### src/rtl/rl_ram_1r1w_clr_ctrl.sv
// Controller for a 1R1W RAM: clears every location to INIT_VALUE after reset
// and on request, then passes user traffic through. Adds a read-valid strobe
// and merges same-cycle write data into the read result, because the RAM's
// own same-address read-during-write result is undefined.
module rl_ram_1r1w_clr_ctrl #(
    parameter int               ABITS      = 10,
    parameter int               DBITS      = 32,
    parameter logic [DBITS-1:0] INIT_VALUE = {DBITS{1'b0}},
    parameter bit               AUTO_INIT  = 1'b1
) (
    input  logic                     clk_i,
    input  logic                     rst_i,
    input  logic                     clr_i,
    output logic                     busy_o,
    input  logic [ABITS-1:0]         waddr_i,
    input  logic [DBITS-1:0]         din_i,
    input  logic [(DBITS+7)/8-1:0]   be_i,
    input  logic                     we_i,
    input  logic [ABITS-1:0]         raddr_i,
    input  logic                     re_i,
    output logic [DBITS-1:0]         dout_o,
    output logic                     dout_vld_o,
    output logic [ABITS-1:0]         ram_waddr_o,
    output logic [DBITS-1:0]         ram_din_o,
    output logic [(DBITS+7)/8-1:0]   ram_be_o,
    output logic                     ram_we_o,
    output logic [ABITS-1:0]         ram_raddr_o,
    input  logic [DBITS-1:0]         ram_dout_i
);

    localparam int               BBITS     = (DBITS + 7) / 8;
    localparam logic [ABITS-1:0] LAST_ADDR = {ABITS{1'b1}};

    typedef enum logic {
        ST_CLEAR,
        ST_RUN
    } state_t;

    localparam state_t RESET_STATE = AUTO_INIT ? ST_CLEAR : ST_RUN;

    state_t           state;
    state_t           state_nxt;
    logic [ABITS-1:0] cnt;
    logic             rd_acc;
    logic             fwd_hit;
    logic [DBITS-1:0] fwd_din;
    logic [BBITS-1:0] fwd_be;
    logic [DBITS-1:0] held;
    logic [DBITS-1:0] merged;

    // A read counts only in RUN; forwarding applies when it collides with a write.
    assign rd_acc  = (state == ST_RUN) && re_i;
    assign fwd_hit = rd_acc && we_i && (waddr_i == raddr_i);

    // State register.
    // NOTE: sequential state is always updated with non-blocking assignments so
    // every flop samples pre-edge values regardless of block ordering.
    always_ff @(posedge clk_i or posedge rst_i) begin
        if (rst_i) state <= RESET_STATE;
        else       state <= state_nxt;
    end

    // Next-state logic: clear runs to the last address, clr_i restarts it from RUN.
    always_comb begin
        state_nxt = state;
        case (state)
            ST_CLEAR: if (cnt == LAST_ADDR) state_nxt = ST_RUN;
            ST_RUN:   if (clr_i)            state_nxt = ST_CLEAR;
            default:                        state_nxt = RESET_STATE;
        endcase
    end

    // Clear address counter; wraps back to 0 on the final clear write.
    always_ff @(posedge clk_i or posedge rst_i) begin
        if (rst_i)                  cnt <= '0;
        else if (state == ST_CLEAR) cnt <= cnt + 1'b1;
    end

    // Read-valid strobe and captured write data for the read-during-write forward.
    always_ff @(posedge clk_i or posedge rst_i) begin
        if (rst_i) begin
            dout_vld_o <= 1'b0;
            fwd_din    <= '0;
            fwd_be     <= '0;
        end else begin
            dout_vld_o <= rd_acc;
            fwd_be     <= fwd_hit ? be_i : '0;
            if (fwd_hit) fwd_din <= din_i;
        end
    end

    // Byte merge of forwarded write data over the RAM read data.
    // NOTE: every combinational output gets a default before any branch so no
    // latch can be inferred when a path leaves it unassigned.
    always_comb begin
        merged = ram_dout_i;
        for (int i = 0; i < DBITS; i++) begin
            if (fwd_be[i/8]) merged[i] = fwd_din[i];
        end
    end

    // Hold the last delivered read so dout_o stays stable between reads.
    always_ff @(posedge clk_i or posedge rst_i) begin
        if (rst_i)           held <= '0;
        else if (dout_vld_o) held <= merged;
    end

    assign dout_o = dout_vld_o ? merged : held;

    // Output logic: clear writes during CLEAR, user pass-through during RUN.
    always_comb begin
        busy_o      = 1'b0;
        ram_we_o    = we_i;
        ram_waddr_o = waddr_i;
        ram_din_o   = din_i;
        ram_be_o    = be_i;
        ram_raddr_o = raddr_i;
        if (state == ST_CLEAR) begin
            busy_o      = 1'b1;
            ram_we_o    = 1'b1;
            ram_waddr_o = cnt;
            ram_din_o   = INIT_VALUE;
            ram_be_o    = {BBITS{1'b1}};
        end
    end

endmodule

### config.mk
export PLATFORM = sky130hd
export DESIGN_NAME = rl_ram_1r1w_clr_ctrl
export DESIGN_NICKNAME = d
export VERILOG_FILES = /design/src/rtl/rl_ram_1r1w_clr_ctrl.sv
export SDC_FILE = /design/constraint.sdc
export NUM_CORES = 1
export LEC_CHECK = 0
export ABC_AREA = 1
export ABC_CLOCK_PERIOD_IN_PS = 4000
export CAP_MARGIN = 20
export CELL_PAD_IN_SITES_DETAIL_PLACEMENT = 0
export CELL_PAD_IN_SITES_GLOBAL_PLACEMENT = 1
export CORE_ASPECT_RATIO = 1.5
export CORE_MARGIN = 3
export CORE_UTILIZATION = 29
export CTS_CLUSTER_SIZE = 8
export DETAILED_ROUTE_END_ITERATION = 10
export HOLD_SLACK_MARGIN = 0.08
export PLACE_DENSITY = 0.91
export SKIP_LAST_GASP = 1
export SYNTH_ARGS = -nofsm -noshare
export SYNTH_HDL_FRONTEND = slang
export SYNTH_SLANG_ARGS = --single-unit
### constraint.sdc
create_clock -name clk_i -period 4 [get_ports clk_i]
set_clock_uncertainty 0.05 [all_clocks]
set_input_delay 1.2 -clock clk_i [delete_from_list [all_inputs] [get_ports clk_i]]
set_output_delay 1.2 -clock clk_i [all_outputs]
set_load 0.1 [all_outputs]
# Yosys cells after proc, flatten, opt, wreduce, memory -nomap -nowiden
# Cells that the tools add are included.
dict set report op_classes {
  n_addsub 1
  multipliers 0
  div_mod_pow 0
  magnitude_cmp 0
  eq_ne 2
  shifts 0
  mux 42
  bitwise_logic 1
  n_reduce_logical 3
}
# cell count
set op_table {}
lappend op_table {{$mux 32} 2}
lappend op_table {{$mux 1} 36}
lappend op_table {{$add 10x1->10 const B} 1}
lappend op_table {{$eq 10x10->1} 1}
lappend op_table {{$eq 10x10->1 const B} 1}
lappend op_table {{$mux 10} 1}
lappend op_table {{$mux 4} 2}
lappend op_table {{$logic_and 1x1->1} 3}
lappend op_table {{$pmux 1 s2} 1}
lappend op_table {{$not 1->1} 1}
dict set report word_totals {
  register_bits 80
  latch_bits 0
  mem_bits_rw 0
  romBits 0
  in_bits 93
  out_inout_bits 91
  word_cells 55
  n_memories 0
}

# Longest topological paths before layout
dict set report logic_depth {
  ltp_word 4
  depth_mapped 10
  mapped_depth_nobuf 9
}

# Worst setup path before layout
# Ideal clock, no wire load.
dict set report synth_timing {
  path_kind {register -> output}
  start {reg state}
  end {out ram_waddr_o[0]}
  t_arrival_ns 3.464
  t_required_ns 2.750
  slack_ns -0.714
  stages_incl_launch_ff 5
  path_buffers 2
  path_cell_list {dfrtp_1 > buf_2 > inv_2 > clkbuf_1 > o21ai_0}
}
dict set report synth_between {
  elab_chain_cells 1
}
# item line
set synth_lines {}
lappend synth_lines {{from (decl)} 41} ;# state_t state;
lappend synth_lines {{from (signal assigned)} 60} ;# else state <= state_nxt;
lappend synth_lines {{$mux 10} 118} ;# if (state == ST_CLEAR) begin
lappend synth_lines {{to (decl)} 23} ;# output logic [ABITS-1:0] ram_waddr_o,
# Every way passes these cells.

# Worst setup path in the final report
dict set report layout_timing {
  start {in waddr_i[2]}
  end {out ram_waddr_o[2]}
}
dict set report layout_between {
  elab_chain_cells 1
}
# item line
set layout_lines {}
lappend layout_lines {{from (decl)} 15} ;# input logic [ABITS-1:0] waddr_i,
lappend layout_lines {{$mux 10} 118}
# Every way passes these cells.

==> flow_metrics.tcl <==
set metrics [dict create \
    hp-class "reg2reg" \
    cts_setup_buffers 0 \
    fin_crit_sh_pct 88.12 \
    place.gp.congestion 0.8366 \
    hold_buffers 0 \
    fillerInstances 1267 \
    crit_type "in2out" \
    grt_max_degree 42 \
    wl_per_cell_um 14.71 \
    grt_use_total_pct 17.57 \
    grt_pass1_wl_um 21580 \
    grt_setup_unrepaired "no" \
    worst-path-max-fanout 3 \
    dieArea_mm2 0.01575 \
    ios 184 \
    holdPathStages 2 \
    clk_pin_slew_ns 0.06 \
    tightest_slew_ns 0.7390 \
    start_util_pct 30.10 \
    status "complete, no violations" \
    h-tree-depth 3 \
    seq_area_frac_synth_pct 48.44 \
    holdWs_ns 0.4192 \
    syn_nets 651 \
    seqCellArea_mm2 0.002004 \
    setup_tns_ns 0 \
    arrival_ns 2.27 \
    num_rows 52 \
    wl_um 13430 \
    cts_root_buf "clkbuf_16" \
    clockBufferDepth 2 \
    synth-seq-cells 80 \
    start_kind "input port" \
    drv_slew 0 \
    cts_buffers 9 \
    fp.dieW_um 103.5 \
    die_y_um 152.2 \
    reg2reg_depth 9 \
    vias_per_cell 4.363 \
    postRouteAntennaNets 0 \
    numPortBuffers 183 \
    syn_inst 557 \
    fin_crit_ns 3.525 \
    core-area_mm2 0.01373 \
    hold_viol 0 \
    leakagePower_nw 3.653 \
    synthDistinctLibCells 24 \
    grt.overflow.total 0 \
    fmax_mhz 283.7 \
    drc_errors 0 \
    syn_avg_cell_area_um2 7.420 \
    insertedDiodeCount 0 \
    peakVddDrop_uv 571.4 \
    drt_iter0_drc 109 \
    cts_tree "done" \
    slew_headroom_pct 50.73 \
    drv_cap 0 \
    vias 3983 \
    grt_pass1_vias 4183 \
    clock_latency_ns 0.33 \
    dr.pass1.iters 6 \
    fin_nets 814 \
    drive_above_1_share_pct 22.10 \
    syn_area_mm2 0.004133 \
    area_growth_pct 79.20 \
    ys_warn_count 0 \
    antenna_found_initial 0 \
    cp.required_ns 2.75 \
    multi_input_area_mm2 0.001831 \
    setup.worst_path.end_class "output port" \
    cts_repair_resize_count 0 \
    post-dp-hpwl_um 10590 \
    cts.sinks 80 \
    powerDensity_mw_per_mm2 405.9 \
    finalSetupViolCount 0 \
]
==> synth_stat cells, drive strengths merged <==
library cell	count	share of area (%)
nand2	222	20
inv	74	6.7
nor4	1	0.15
a21oi	2	0.24
dfrtp	80	48
xnor2	1	0.21
buf	31	5.0
nand4	1	0.15
xor2	9	1.9
ha	1	0.30
nand3	36	4.7
o21ai	12	1.5
nor3	2	0.24
a31oi	32	4.8
clkbuf	6	0.54
nor2	47	4.9
==> report_power, final <==
part,leakage [nW],switching [mW],internal (mW)
sequential,0.993,0.0447,0.884
combinational,2.52,0.835,0.458
clock,0.137,0.304,0.480
==> cell type report <==
| type | count | area share, % |
|---|---|---|
| multi-input combinational | 366 | 24.72 |
| clock inverter | 3 | 0.5913 |
| tap | 189 | 3.193 |
| timing repair buffer | 189 | 37.47 |
| sequential | 80 | 27.07 |
| inverter | 74 | 3.768 |
| clock buffer | 12 | 3.193 |
==> cells in the final DEF (no fill, tap or decap), types with 3 or more instances in the layout <==
cell type | netlist | routed
nand2_1 | 221 | 221
clkdlybuf4s50_1 | 0 | 92
buf_12 | 0 | 90
dfrtp_1 | 80 | 78
inv_1 | 69 | 68
nor2_1 | 38 | 38
nand3_1 | 35 | 35
a31oi_2 | 0 | 32
xor2_1 | 9 | 9
clkbuf_16 | 0 | 9
nor2_2 | 8 | 7
o21ai_0 | 12 | 7
buf_4 | 10 | 7
inv_2 | 5 | 5
o21ai_1 | 0 | 5
clkbuf_1 | 6 | 3
==> path summary, 6_finish.rpt <==
path / startpoint / end / slack [ns]
max: waddr_i[2] / ram_waddr_o[2] / 0.48
min: fwd_din[17] / fwd_din[17] / 0.42
max reg2reg: state / fwd_din[17] / 1.74
min reg2reg: fwd_din[17] / fwd_din[17] / 0.42
max in group asynchronous: rst_i / fwd_din[22] / 2.00
min in group asynchronous: rst_i / cnt[5] / 1.23
==> critical path, stage by stage <==
cell,delay [ns]
clkdlybuf4s50_1,0.51
inv_2,0.05
o21ai_0,0.30
buf_12,0.22
==> stage by stage <==
step | setup slack [ns] | util, % | cell area [um2] | instances | power, mW
finish | 0.4754 | 53.95 | 7406 | 913 | 3.006
CTS | 0.4641 | 53.95 | 7406 | 913 | 3.042
global route | 0.4065 | 53.95 | 7406 | 913 | 3.130
floorplan | -0.7137 | - | 4333 | 557 | 1.721
detailed placement | 0.4714 | 51.90 | 7126 | 898 | 2.245
global placement | 0.4851 | 51.90 | 7126 | 898 | 2.230
==> layer usage <==
layer	track usage (%)	part of all wire, %	vias up
li1	-	-	2031
met1	19.88	37	1831
met2	31.69	56	104
met3	4.031	5.4	17
met4	5.494	2.1	0
met5	0	0	-
==> state kept, by name, indices dropped and copies added, names as in the netlist <==
register and cells:
fwd_din 32, state 1, dout_vld_o 1, held 32
fwd_be 4, cnt 10
==> cells by family (layout without fill, tap and decap cells) <==
kind of cell	Yosys count	count (layout)	share of synthesized area [%]
AOI/OAI and AO/OA	46	46	6.540
xor gates and xnor gates	10	10	2.119
adders and majority gates	1	1	0.3027
buffers and inverters	111	278	12.23
DFF	80	80	48.44
and+or+nand+nor	309	309	30.37
No activity file was read; power rests on OpenSTA's default activity.
